## src/rtl/mac_pkg.sv

```systemverilog
// rtl/mac_pkg.sv - shared constants and types for the MAC backoff timer
//
// Purpose: slot timing, backoff exponent cap and attempt limit constants for a
// half-duplex MII MAC, plus the backoff timer state encoding.
// Ports: none (package).

package mac_pkg;

   localparam int SLOT_CYCLES_MII = 128;  // 512 bit times at 4 bits/clk
   localparam int BACKOFF_LIMIT   = 10;
   localparam int ATTEMPT_LIMIT   = 16;

   typedef enum logic {
      IDLE,
      WAIT
   } backoff_state_t;

   // Backoff exponent: the collision number, truncated at the cap.
   function automatic int backoff_exp(input int n, input int limit);
      return (n > limit) ? limit : n;
   endfunction

endpackage

```

## src/rtl/mac_backoff.sv

```systemverilog
// rtl/mac_backoff.sv - truncated binary exponential backoff timer
//
// Purpose: on each collision, draws a random slot count from the upstream LFSR
// word, masked to k = min(attempt, BACKOFF_LIMIT) bits, and waits that many
// slot times before pulsing done. The ATTEMPT_LIMIT-th collision pulses abort.
// Ports:
//   clk       system clock
//   rst       synchronous active-high reset
//   rng_in    free-running random word, sampled only on the collision cycle
//   collision single-cycle pulse, transmit attempt collided
//   success   single-cycle pulse, frame sent, clears the attempt count
//   busy      high while a backoff wait is in progress
//   done      single-cycle pulse, backoff expired, retry permitted
//   abort     single-cycle pulse, attempt limit reached, drop the frame
//   attempt   collision count for the current frame

module mac_backoff #(
   parameter int RNG_WIDTH     = 16,
   parameter int SLOT_CYCLES   = mac_pkg::SLOT_CYCLES_MII,
   parameter int BACKOFF_LIMIT = mac_pkg::BACKOFF_LIMIT,
   parameter int ATTEMPT_LIMIT = mac_pkg::ATTEMPT_LIMIT
) (
   input  logic                 clk,
   input  logic                 rst,
   input  logic [RNG_WIDTH-1:0] rng_in,
   input  logic                 collision,
   input  logic                 success,
   output logic                 busy,
   output logic                 done,
   output logic                 abort,
   output logic [4:0]           attempt
);

   import mac_pkg::*;

   localparam int SW = BACKOFF_LIMIT;
   localparam int CW = (SLOT_CYCLES > 1) ? $clog2(SLOT_CYCLES) : 1;
   localparam logic [CW-1:0] CYC_RELOAD = CW'(SLOT_CYCLES - 1);

   backoff_state_t  state;
   logic [SW-1:0]   slot_cnt;
   logic [CW-1:0]   cyc_cnt;

   logic [4:0]      n_next;
   logic            limit_hit;
   logic [SW-1:0]   slots;

   // A success in the same cycle as a collision restarts the count, so the
   // collision is treated as the first attempt of a new frame.
   always_comb begin
      n_next    = success ? 5'd1 : attempt + 5'd1;
      limit_hit = (n_next == 5'(ATTEMPT_LIMIT));
      slots     = '0;
      for (int i = 0; i < SW; i++) begin
         if (i < backoff_exp(int'(n_next), BACKOFF_LIMIT)) begin
            slots[i] = rng_in[i];
         end
      end
   end

   // Bits above the exponent cap never contribute to the slot count.
   generate
      if (RNG_WIDTH > SW) begin : g_rng_upper
         logic unused_rng_upper;
         assign unused_rng_upper = ^rng_in[RNG_WIDTH-1:SW];
      end
   endgenerate

   always_ff @(posedge clk) begin
      if (rst) begin
         state    <= IDLE;
         busy     <= 1'b0;
         done     <= 1'b0;
         abort    <= 1'b0;
         attempt  <= 5'd0;
         slot_cnt <= '0;
         cyc_cnt  <= '0;
      end else begin
         done  <= 1'b0;
         abort <= 1'b0;
         if (success) begin
            attempt <= 5'd0;
         end
         case (state)
            IDLE: begin
               if (collision) begin
                  if (limit_hit) begin
                     abort   <= 1'b1;
                     attempt <= 5'd0;
                  end else begin
                     attempt <= n_next;
                     if (slots == '0) begin
                        done <= 1'b1;
                     end else begin
                        state    <= WAIT;
                        busy     <= 1'b1;
                        slot_cnt <= slots;
                        cyc_cnt  <= CYC_RELOAD;
                     end
                  end
               end
            end
            WAIT: begin
               // Collisions are ignored here; only the counters advance.
               if (cyc_cnt == '0) begin
                  if (slot_cnt == SW'(1)) begin
                     state <= IDLE;
                     busy  <= 1'b0;
                     done  <= 1'b1;
                  end else begin
                     slot_cnt <= slot_cnt - SW'(1);
                     cyc_cnt  <= CYC_RELOAD;
                  end
               end else begin
                  cyc_cnt <= cyc_cnt - CW'(1);
               end
            end
            default: state <= IDLE;
         endcase
      end
   end

endmodule

```

## config.mk

```make
export PLATFORM = sky130hd
export DESIGN_NAME = mac_backoff
export DESIGN_NICKNAME = d
export VERILOG_FILES = /design/src/rtl/mac_pkg.sv /design/src/rtl/mac_backoff.sv
export SDC_FILE = /design/constraint.sdc
export NUM_CORES = 1
export LEC_CHECK = 0
export ABC_CLOCK_PERIOD_IN_PS = 6750
export BUFFER_PORTS_ARGS = -buffer_cell sky130_fd_sc_hd__buf_4
export CORE_ASPECT_RATIO = 0.75
export CORE_UTILIZATION = 30
export CTS_CLUSTER_SIZE = 28
export DETAILED_ROUTE_END_ITERATION = 10
export PLACE_DENSITY = 0.57
export SLEW_MARGIN = 40
export SYNTH_ARGS = -nofsm -noshare
export SYNTH_HDL_FRONTEND = slang
export SYNTH_SLANG_ARGS = --single-unit
```

## constraint.sdc

```tcl
create_clock -name clk -period 6.75 [get_ports clk]
set_input_delay 1.35 -clock clk [delete_from_list [all_inputs] [get_ports clk]]
set_output_delay 1.35 -clock clk [all_outputs]
set_load 0.005 [all_outputs]
```

==> results of run 1 <==
## cell families (layout without fill, tap and decap cells)
family / Yosys count / after routing / share of synthesized area (%)
AND/OR/NAND/NOR: 109 / 109 / 30.82
AO/OA/AOI/OAI: 72 / 72 / 26.04
flip-flops: 26 / 26 / 28.81
buffers and inverters: 26 / 36 / 7.064
adder cells (fa/ha/maj): 4 / 4 / 2.770
XOR/XNOR: 4 / 4 / 1.939
multiplexers: 4 / 4 / 2.562
## worst max-delay path by stage
| stage | start | end | slack, ps | cells past startpoint |
|---|---|---|---|---|
| after floorplan | success | slot_cnt[7] | 3670 | 7 |
| after global placement | success | slot_cnt[2] | 2890 | 8 |
| after detailed placement | success | slot_cnt[6] | 2870 | 8 |
| after CTS | success | slot_cnt[6] | 3150 | 8 |
| after global routing | attempt[0] | slot_cnt[1] | 3330 | 8 |
| final | success | slot_cnt[9] | 3490 | 8 |
## Yosys cell counts, drive strengths merged, types with 2 or more instances
| cell type | n | share of area (%) |
|---|---|---|
| nand2b | 6 | 2.1 |
| o31ai | 2 | 0.83 |
| nor4 | 3 | 1.0 |
| or3 | 5 | 1.7 |
| and3 | 2 | 0.97 |
| nor3b | 3 | 1.2 |
| a21boi | 2 | 0.83 |
| clkbuf | 8 | 1.7 |
| a31oi | 9 | 3.1 |
| mux2i | 2 | 1.1 |
| nand2 | 17 | 3.5 |
| dfxtp | 26 | 29 |
| and2 | 2 | 0.69 |
| a41oi | 3 | 1.5 |
| nor3 | 15 | 4.2 |
| xor2 | 3 | 1.5 |
| a211oi | 6 | 2.5 |
| or2 | 3 | 1.0 |
| nand4 | 4 | 1.4 |
| a21oi | 18 | 5.0 |
| buf | 8 | 3.3 |
| nor2b | 9 | 3.1 |
| o21ai | 16 | 4.4 |
| mux2 | 2 | 1.5 |
| or4 | 4 | 1.7 |
| inv | 10 | 2.1 |
| o311ai | 2 | 0.97 |
| o21a | 2 | 0.83 |
| ha | 4 | 2.8 |
| a311o | 2 | 1.1 |
| nor2 | 29 | 6.0 |
| nand3 | 6 | 1.7 |
## final cells by class
cell class	instances	area share, %
inverter	10	1.829
clock buffer	3	2.012
clock inverter	1	1.463
multi-input combinational	193	56.52
sequential	26	25.37
timing repair buffer	22	8.049
tap	78	4.756
## power groups by stage
stage	combinational [W]	sequential (W)	clock, W
5_1_grt	0.000216	0.000212	0.000146
4_1_cts	0.000188	0.000208	0.000139
2_1_floorplan	0.000157	0.000197	0
6_report	0.000188	0.000208	0.000135
3_3_place_gp	0.000186	0.000211	0
3_5_place_dp	0.000188	0.000211	0
## worst max-delay path, stage by stage
cell     delay, ps
buf_4          170
nor2b_1        150
mux2_2         250
nor3_1         100
or3_1          410
a311o_2        560
or3_1          400
o31ai_1         60
## through the flow
step | worst slack (ps) | std cells | area (µm²) | util, %
3_3_place_gp | 2894 | 329 | 1979 | 34.15
5_1_grt | 3329 | 333 | 2052 | 35.41
2_1_floorplan | 3669 | 245 | 1807 | -
3_5_place_dp | 2874 | 329 | 1979 | 34.15
4_1_cts | 3153 | 333 | 2051 | 35.38
6_report | 3489 | 333 | 2052 | 35.41
## registers in the layout, indices dropped and copies added, names as in the netlist
signal,count
done,1
abort,1
cyc_cnt,7
state,1
busy,1
slot_cnt,10
attempt,5
## layer usage
| metal | GRT usage (%) | share of wire, % | up-vias |
|---|---|---|---|
| li1 | - | - | 915 |
| met1 | 22.27 | 53 | 837 |
| met2 | 20.63 | 40 | 35 |
| met3 | 3.509 | 5.7 | 4 |
| met4 | 4.233 | 0.93 | 0 |
| met5 | 0 | 0 | - |
==> metrics, run 1 <==
Pwr Total=0.0005308 W; Max Cap Viol=0; Async SR Flop Fraction=0%; register area share after synthesis=~29%; PD cells=258.7 mW/mm²; R2R cell count=8; critical path launch point type=input port; Clock transition at path regs=about 100 ps; DIE HEIGHT=about 70 µm; Comb pwr share=a little over a third; Fin Setup TNS=0 ps; total gr overflow=0; syn avg cell area=between 7 and 8 µm²; Final Max Slew Viols=0; layout cell share with drive strength beyond 1=a little under an eighth; Seq pwr share=between 30% and 40%; gpl congestion=approximately 0.85; Die Wd=slightly above 90 µm; R2R Path Start=attempt[0]; total CTS buffers=3; Initial Util=a little under a third; DRT iter0 DRCs=roughly 120; crit end category=flop; vias in the first global route=between 1.5k and 2k; type of the tightest min-delay check=reg2reg; Hold Crit Start=busy; post-DP HPWL=3343 µm; Tmin final=3261 ps; Via density=around 5.4; post-synth cell types=50; Clock Path Buffers=2; CP arrival=roughly 3500 ps; EDFF count, synth=0; CTS tree=yes; # resized after CTS=0; post-CTS setup buffers=0; Hold Path Sink=busy; Critical Path RT=6950 ps; multi-input logic area=around 0.0012 mm²; CTS sink cnt=26; Top FF cell, synth=dfxtp_1; Post-CTS Hold Buffers=0; Syn Inst Count=approximately 250; #FFs+latches synth=26; core area=~0.0058 mm²; clk_skew=8.455 ps; WL per Instance=around 14 µm; RR Endpoint=slot_cnt[9]; DRC=0; WHS=between 400 and 500 ps; syn nets=roughly 270; Pint=approximately 0.00033 W; Syn. warnings=0; VDD IR-drop max=between 0.09 and 0.1 mV; commonest non-fill, non-tap cells in the layout=nor2_1 (29), dfxtp_1 (26), buf_4 (22), a21oi_1 (18), nand2_1 (17); Leak=0.7494 nW; # rows=24; routed vias=around 1.8k; Area Overhead vs Synth=13.57%; Hold Path Stages=1; Clock power frac=between 20% and 30%; worst skew pair latency=about 280 ps; Sw Pwr=~0.0002 W; Worst Max-Slew Pin Slew=just over 700 ps; fill count=about 620; Slew headroom=around 52%; Detail Route Antenna Nets=0; RSZ-0062 raised after global routing=no; most common cell after layout, fill and taps aside=nor2_1; FF-to-FF setup slack=between 3000 and 4000 ps; final setup vio count=0; GRT Overall Usage=between 10% and 20%; DRT Wirelength=around 4600 µm; IO buf count=21; CP max FO=24; CP Class=in2reg; CTS root buffer=clkbuf_8; fin nets=280; IO Pins=28; largest net degree at the start of global routing=29; final hold vios=0; DR pass1 iterations=5; Register Area=approximately 520 µm²; status=finished, final reports clean; initial antenna violation count=0; first-pass GRT wire length=~7500 µm; H-tree depth=1; fmax=0.3067 GHz; Mapped Area=0.001807 mm²; Sw Share=37.06%; Antenna Cells=0; full die area=around 0.0063 mm²; fin crit share=between 40 and 50%
Note: power is estimated with default switching activity, not from simulation.
==> run 2: changes to the inputs <==
Settings changed: ABC_CLOCK_PERIOD_IN_PS 6750 to 3000.
Clock period 6.75 ns to 3 ns, I/O delays scaled along.
==> metrics, run 2 (same netlist as run 1, synthesis figures left out) <==
status=finished, final reports clean; Final Core Density=a little over a third; core area=roughly 0.0058 mm²; Worst Max-Slew Pin Slew=a little over 800 ps; type of the tightest min-delay check=reg2reg; DRT iter0 DRCs=a little over 70; Largest Register=slot_cnt; vias in the first global route=about 1.6k; largest net degree at the start of global routing=29; # resized after CTS=0; gpl congestion=0.8387; CTS tree=yes; multi-input logic area=between 0.001 and 0.0015 mm²; Critical Path RT=approximately 3200 ps; VDD IR-drop max=0.2221 mV; Max Cap Viol=0; Hold Path Stages=1; # rows=24; Cell Count, Final, Fillers Out=340; total CTS buffers=3; CTS sink cnt=26; Hold Crit Start=busy; final hold vios=0; Fin Setup TNS=0 ps; post-DP HPWL=3421 µm; Area Overhead vs Synth=16.55%; Register Area=approximately 520 µm²; Antenna Cells=0; Die Wd=between 90 and 100 µm; FF-to-FF setup slack=between 200 and 300 ps; crit end category=flop; gr busiest metal=met1; Post-CTS Hold Buffers=0; Final Max Slew Viols=0; RR Endpoint=slot_cnt[1]; layout cell share with drive strength beyond 1=14.12%; total gr overflow=0; final setup vio count=0; Detail Route Antenna Nets=0; Pwr Total=approximately 0.0012 W; Hold Path Sink=busy; DRC=0; PD cells=a little under 600 mW/mm²; routed vias=~1.8k; WL per Instance=about 14 µm; Slew headroom=between 40 and 50%; fin crit share=91.13%; Finished Cell Area=roughly 0.0021 mm²; Cells after DPL=approximately 340; first-pass GRT wire length=slightly below 8000 µm; clk_skew=2.646 ps; placed cell area=between 0.002 and 0.0025 mm²; DR pass1 iterations=4; global routing usage on met3=under 10%; Clock Path Buffers=2; Top Registers=slot_cnt (10), cyc_cnt (7), attempt (5); Via density=5.312; fill count=between 600 and 700; full die area=between 0.006 and 0.007 mm²; CP arrival=between 2000 and 3000 ps; DIE HEIGHT=about 69 µm; commonest non-fill, non-tap cells in the layout=nor2_1 (29), buf_4 (29), dfxtp_1 (26), a21oi_1 (18), nand2_1 (17); initial antenna violation count=0; Tmin final=2734 ps; IO buf count=21; worst skew pair latency=between 200 and 300 ps; met1 Use GR=22.79%; Largest register FFs=10; R2R cell count=8; Initial Util=31.17%; DRT Wirelength=roughly 4600 µm; GR Util met2=between 20% and 30%; CP max FO=23; R2R Path Start=attempt[2]; fmax=0.3658 GHz; Clock transition at path regs=100 ps; critical path launch point type=flop; IO Pins=28; H-tree depth=1; RSZ-0062 raised after global routing=no; fin nets=roughly 290; GRT Overall Usage=between 10% and 20%; post-CTS setup buffers=0; Leak=0.7802 nW; CP Class=reg2reg; CTS root buffer=clkbuf_8
[run 2: area by class of cell]
class / count / area share (%)
inverter: 10 / 1.783
clock buffer: 3 / 1.961
tap: 78 / 4.635
timing repair buffer: 29 / 10.34
multi-input combinational: 193 / 55.14
sequential: 26 / 24.72
clock inverter: 1 / 1.426
[run 2: worst max path at each step]
stage / startpoint / slack (ps) / end
finish: attempt[2] / 270 / slot_cnt[1]
global route: attempt[2] / 3 / slot_cnt[1]
CTS: attempt[0] / 230 / slot_cnt[1]
detailed placement: success / 260 / slot_cnt[1]
global placement: attempt[0] / 290 / slot_cnt[9]
floorplan: attempt[1] / 520 / slot_cnt[7]
[run 2: critical path, cell delays in order, from the launching register on]
cell	delay (ps)
dfxtp_1	590
nand3_1	230
o311ai_0	570
and3_1	250
o2111a_1	280
a311o_1	190
buf_4	230
nor2_1	70
a211oi_1	220
[run 2: through the flow]
stage | worst slack [ps] | hold slack [ps]
5_1_grt | 2.863 | 518.4
3_3_place_gp | 293.9 | 454.2
6_report | 266.1 | 481.6
4_1_cts | 226.0 | 488.0
2_1_floorplan | 516.8 | 449.3
3_5_place_dp | 264.1 | 463.7
[run 2: routing by layer]
| metal | wire length [µm] | up-vias | share of wire [%] |
|---|---|---|---|
| met2 | 1920 | 35 | 42 |
| met5 | 0 | - | 0 |
| met4 | 22 | 0 | 0.48 |
| li1 | - | 928 | - |
| met3 | 207 | 2 | 4.5 |
| met1 | 2465 | 841 | 53 |
[run 2: power by group]
part	leakage (nW)	switching (W)	internal, W	total [W]
Clock	0.0357	0.000121	0.000179	0.000300
Combinational	0.532	0.000275	0.000195	0.000470
Sequential	0.213	0.0000497	0.000400	0.000450
==> run 3: changes to the inputs <==
Settings changed: ABC_CLOCK_PERIOD_IN_PS 3000 to 3500, CORE_UTILIZATION 30 to 35, PLACE_DENSITY 0.57 to 0.63.
Clock period 3 ns to 3.5 ns, I/O delays scaled along.
==> metrics, run 3 (same netlist as run 1, synthesis figures left out) <==
CP arrival=roughly 3200 ps; # rows=22; Largest Register=slot_cnt; Die Wd=about 85 µm; gpl congestion=approximately 0.78; status=finished, final reports clean; worst skew pair latency=about 270 ps; largest net degree at the start of global routing=29; IO Pins=28; DRT iter0 DRCs=104; CTS sink cnt=26; IO buf count=21; DIE HEIGHT=approximately 64 µm; initial antenna violation count=0; final setup vio count=0; Via density=about 5.6; Post-CTS Hold Buffers=0; core area=between 0.004 and 0.005 mm²; layout cell share with drive strength beyond 1=around an eighth; CP Class=reg2reg; FF-to-FF setup slack=between 400 and 500 ps; post-DP HPWL=3287 µm; GRT Overall Usage=between 10% and 20%; CTS root buffer=clkbuf_8; critical path launch point type=flop; PD cells=504.1 mW/mm²; Initial Util=roughly 37%; Detail Route Antenna Nets=0; RSZ-0062 raised after global routing=no; Antenna Cells=0; total CTS buffers=3; Top Registers=slot_cnt (10), cyc_cnt (7), attempt (5); WHS=between 400 and 500 ps; Fin Setup TNS=0 ps; Area Overhead vs Synth=14.61%; CP most frequent cell=o31ai_1; fill count=between 500 and 600; Max stage delay cell, worst path=dfxtp_1; Leak=a little under 0.8 nW; Finished Cell Area=0.002071 mm²; Cells after DPL=~320; type of the tightest min-delay check=reg2reg; Top Family by Delay on Critical Path=compound AO/OA/AOI/OAI gates; DRC=0; multi-input logic area=0.001159 mm²; fin nets=between 200 and 300; CP max stage delay=500 ps; first-pass GRT wire length=approximately 7400 µm; Final Core Density=42.03%; crit end category=flop; WP buf/inv=1; Slew headroom=~54%; commonest non-fill, non-tap cells in the layout=nor2_1 (29), dfxtp_1 (26), buf_4 (25), a21oi_1 (18), nand2_1 (17); # resized after CTS=0; worst-path cell chain=ha_1, nand3_1, mux2_2, o31ai_1, o2111a_1, a311o_1, buf_12, a21oi_1, o31ai_1; Largest register FFs=10; full die area=0.005456 mm²; total gr overflow=0; most common cell after layout, fill and taps aside=nor2_1; Max Cap Viol=0; Register Area=~520 µm²; post-CTS setup buffers=0; vias in the first global route=roughly 1.5k; CTS tree=yes; Clock transition at path regs=about 90 ps; DR pass1 iterations=4; DRT Wirelength=4407 µm; Clock Path Buffers=2; Critical Path RT=about 3700 ps; H-tree depth=1; Worst Max-Slew Pin Slew=689.4 ps; WL per Instance=about 14 µm; VDD IR-drop max=approximately 0.28 mV; Cell Count, Final, Fillers Out=about 320; CP max FO=21; fmax=around 0.33 GHz; placed cell area=0.001999 mm²; clk_skew=1.729 ps; fin crit share=between 80 and 90%; Tmin final=slightly above 3000 ps; routed vias=~1.8k; final hold vios=0; Final Max Slew Viols=0
run 3: cell type report:
type / count / share of cell area (%)
Multi-Input combinational cell: 193 / 55.95
Tap cell: 60 / 3.625
Timing Repair Buffer: 26 / 10.03
Sequential cell: 26 / 25.14
Inverter: 10 / 1.813
Clock buffer: 3 / 1.994
Clock inverter: 1 / 1.450
run 3: path summary, 6_finish.rpt:
check / from / to / cells after the start
max reg2reg: attempt[1] / slot_cnt[9] / 9
min reg2reg: busy / busy / 1
min: busy / busy / 1
max: attempt[1] / slot_cnt[9] / 9
run 3: per-layer routing:
layer,global-route usage [%],vias up,routed length [µm]
met5,0,-,0
met4,1.907,0,23
met3,3.101,2,206
met2,24.80,47,1729
met1,26.07,801,2447
li1,-,923,-
run 3: report_power, final:
| part | switching, W | internal [W] |
|---|---|---|
| clock network | 0.000101 | 0.000153 |
| logic | 0.000225 | 0.000168 |
| registers | 0.0000535 | 0.000343 |
run 3: stage by stage:
step	total power, W	worst slack [ps]
6_report	0.001044	461.3
5_1_grt	0.001121	249.6
4_1_cts	0.001045	494.7
3_5_place_dp	0.0007906	521.8
3_3_place_gp	0.0007863	498.2
2_1_floorplan	0.0006829	1017
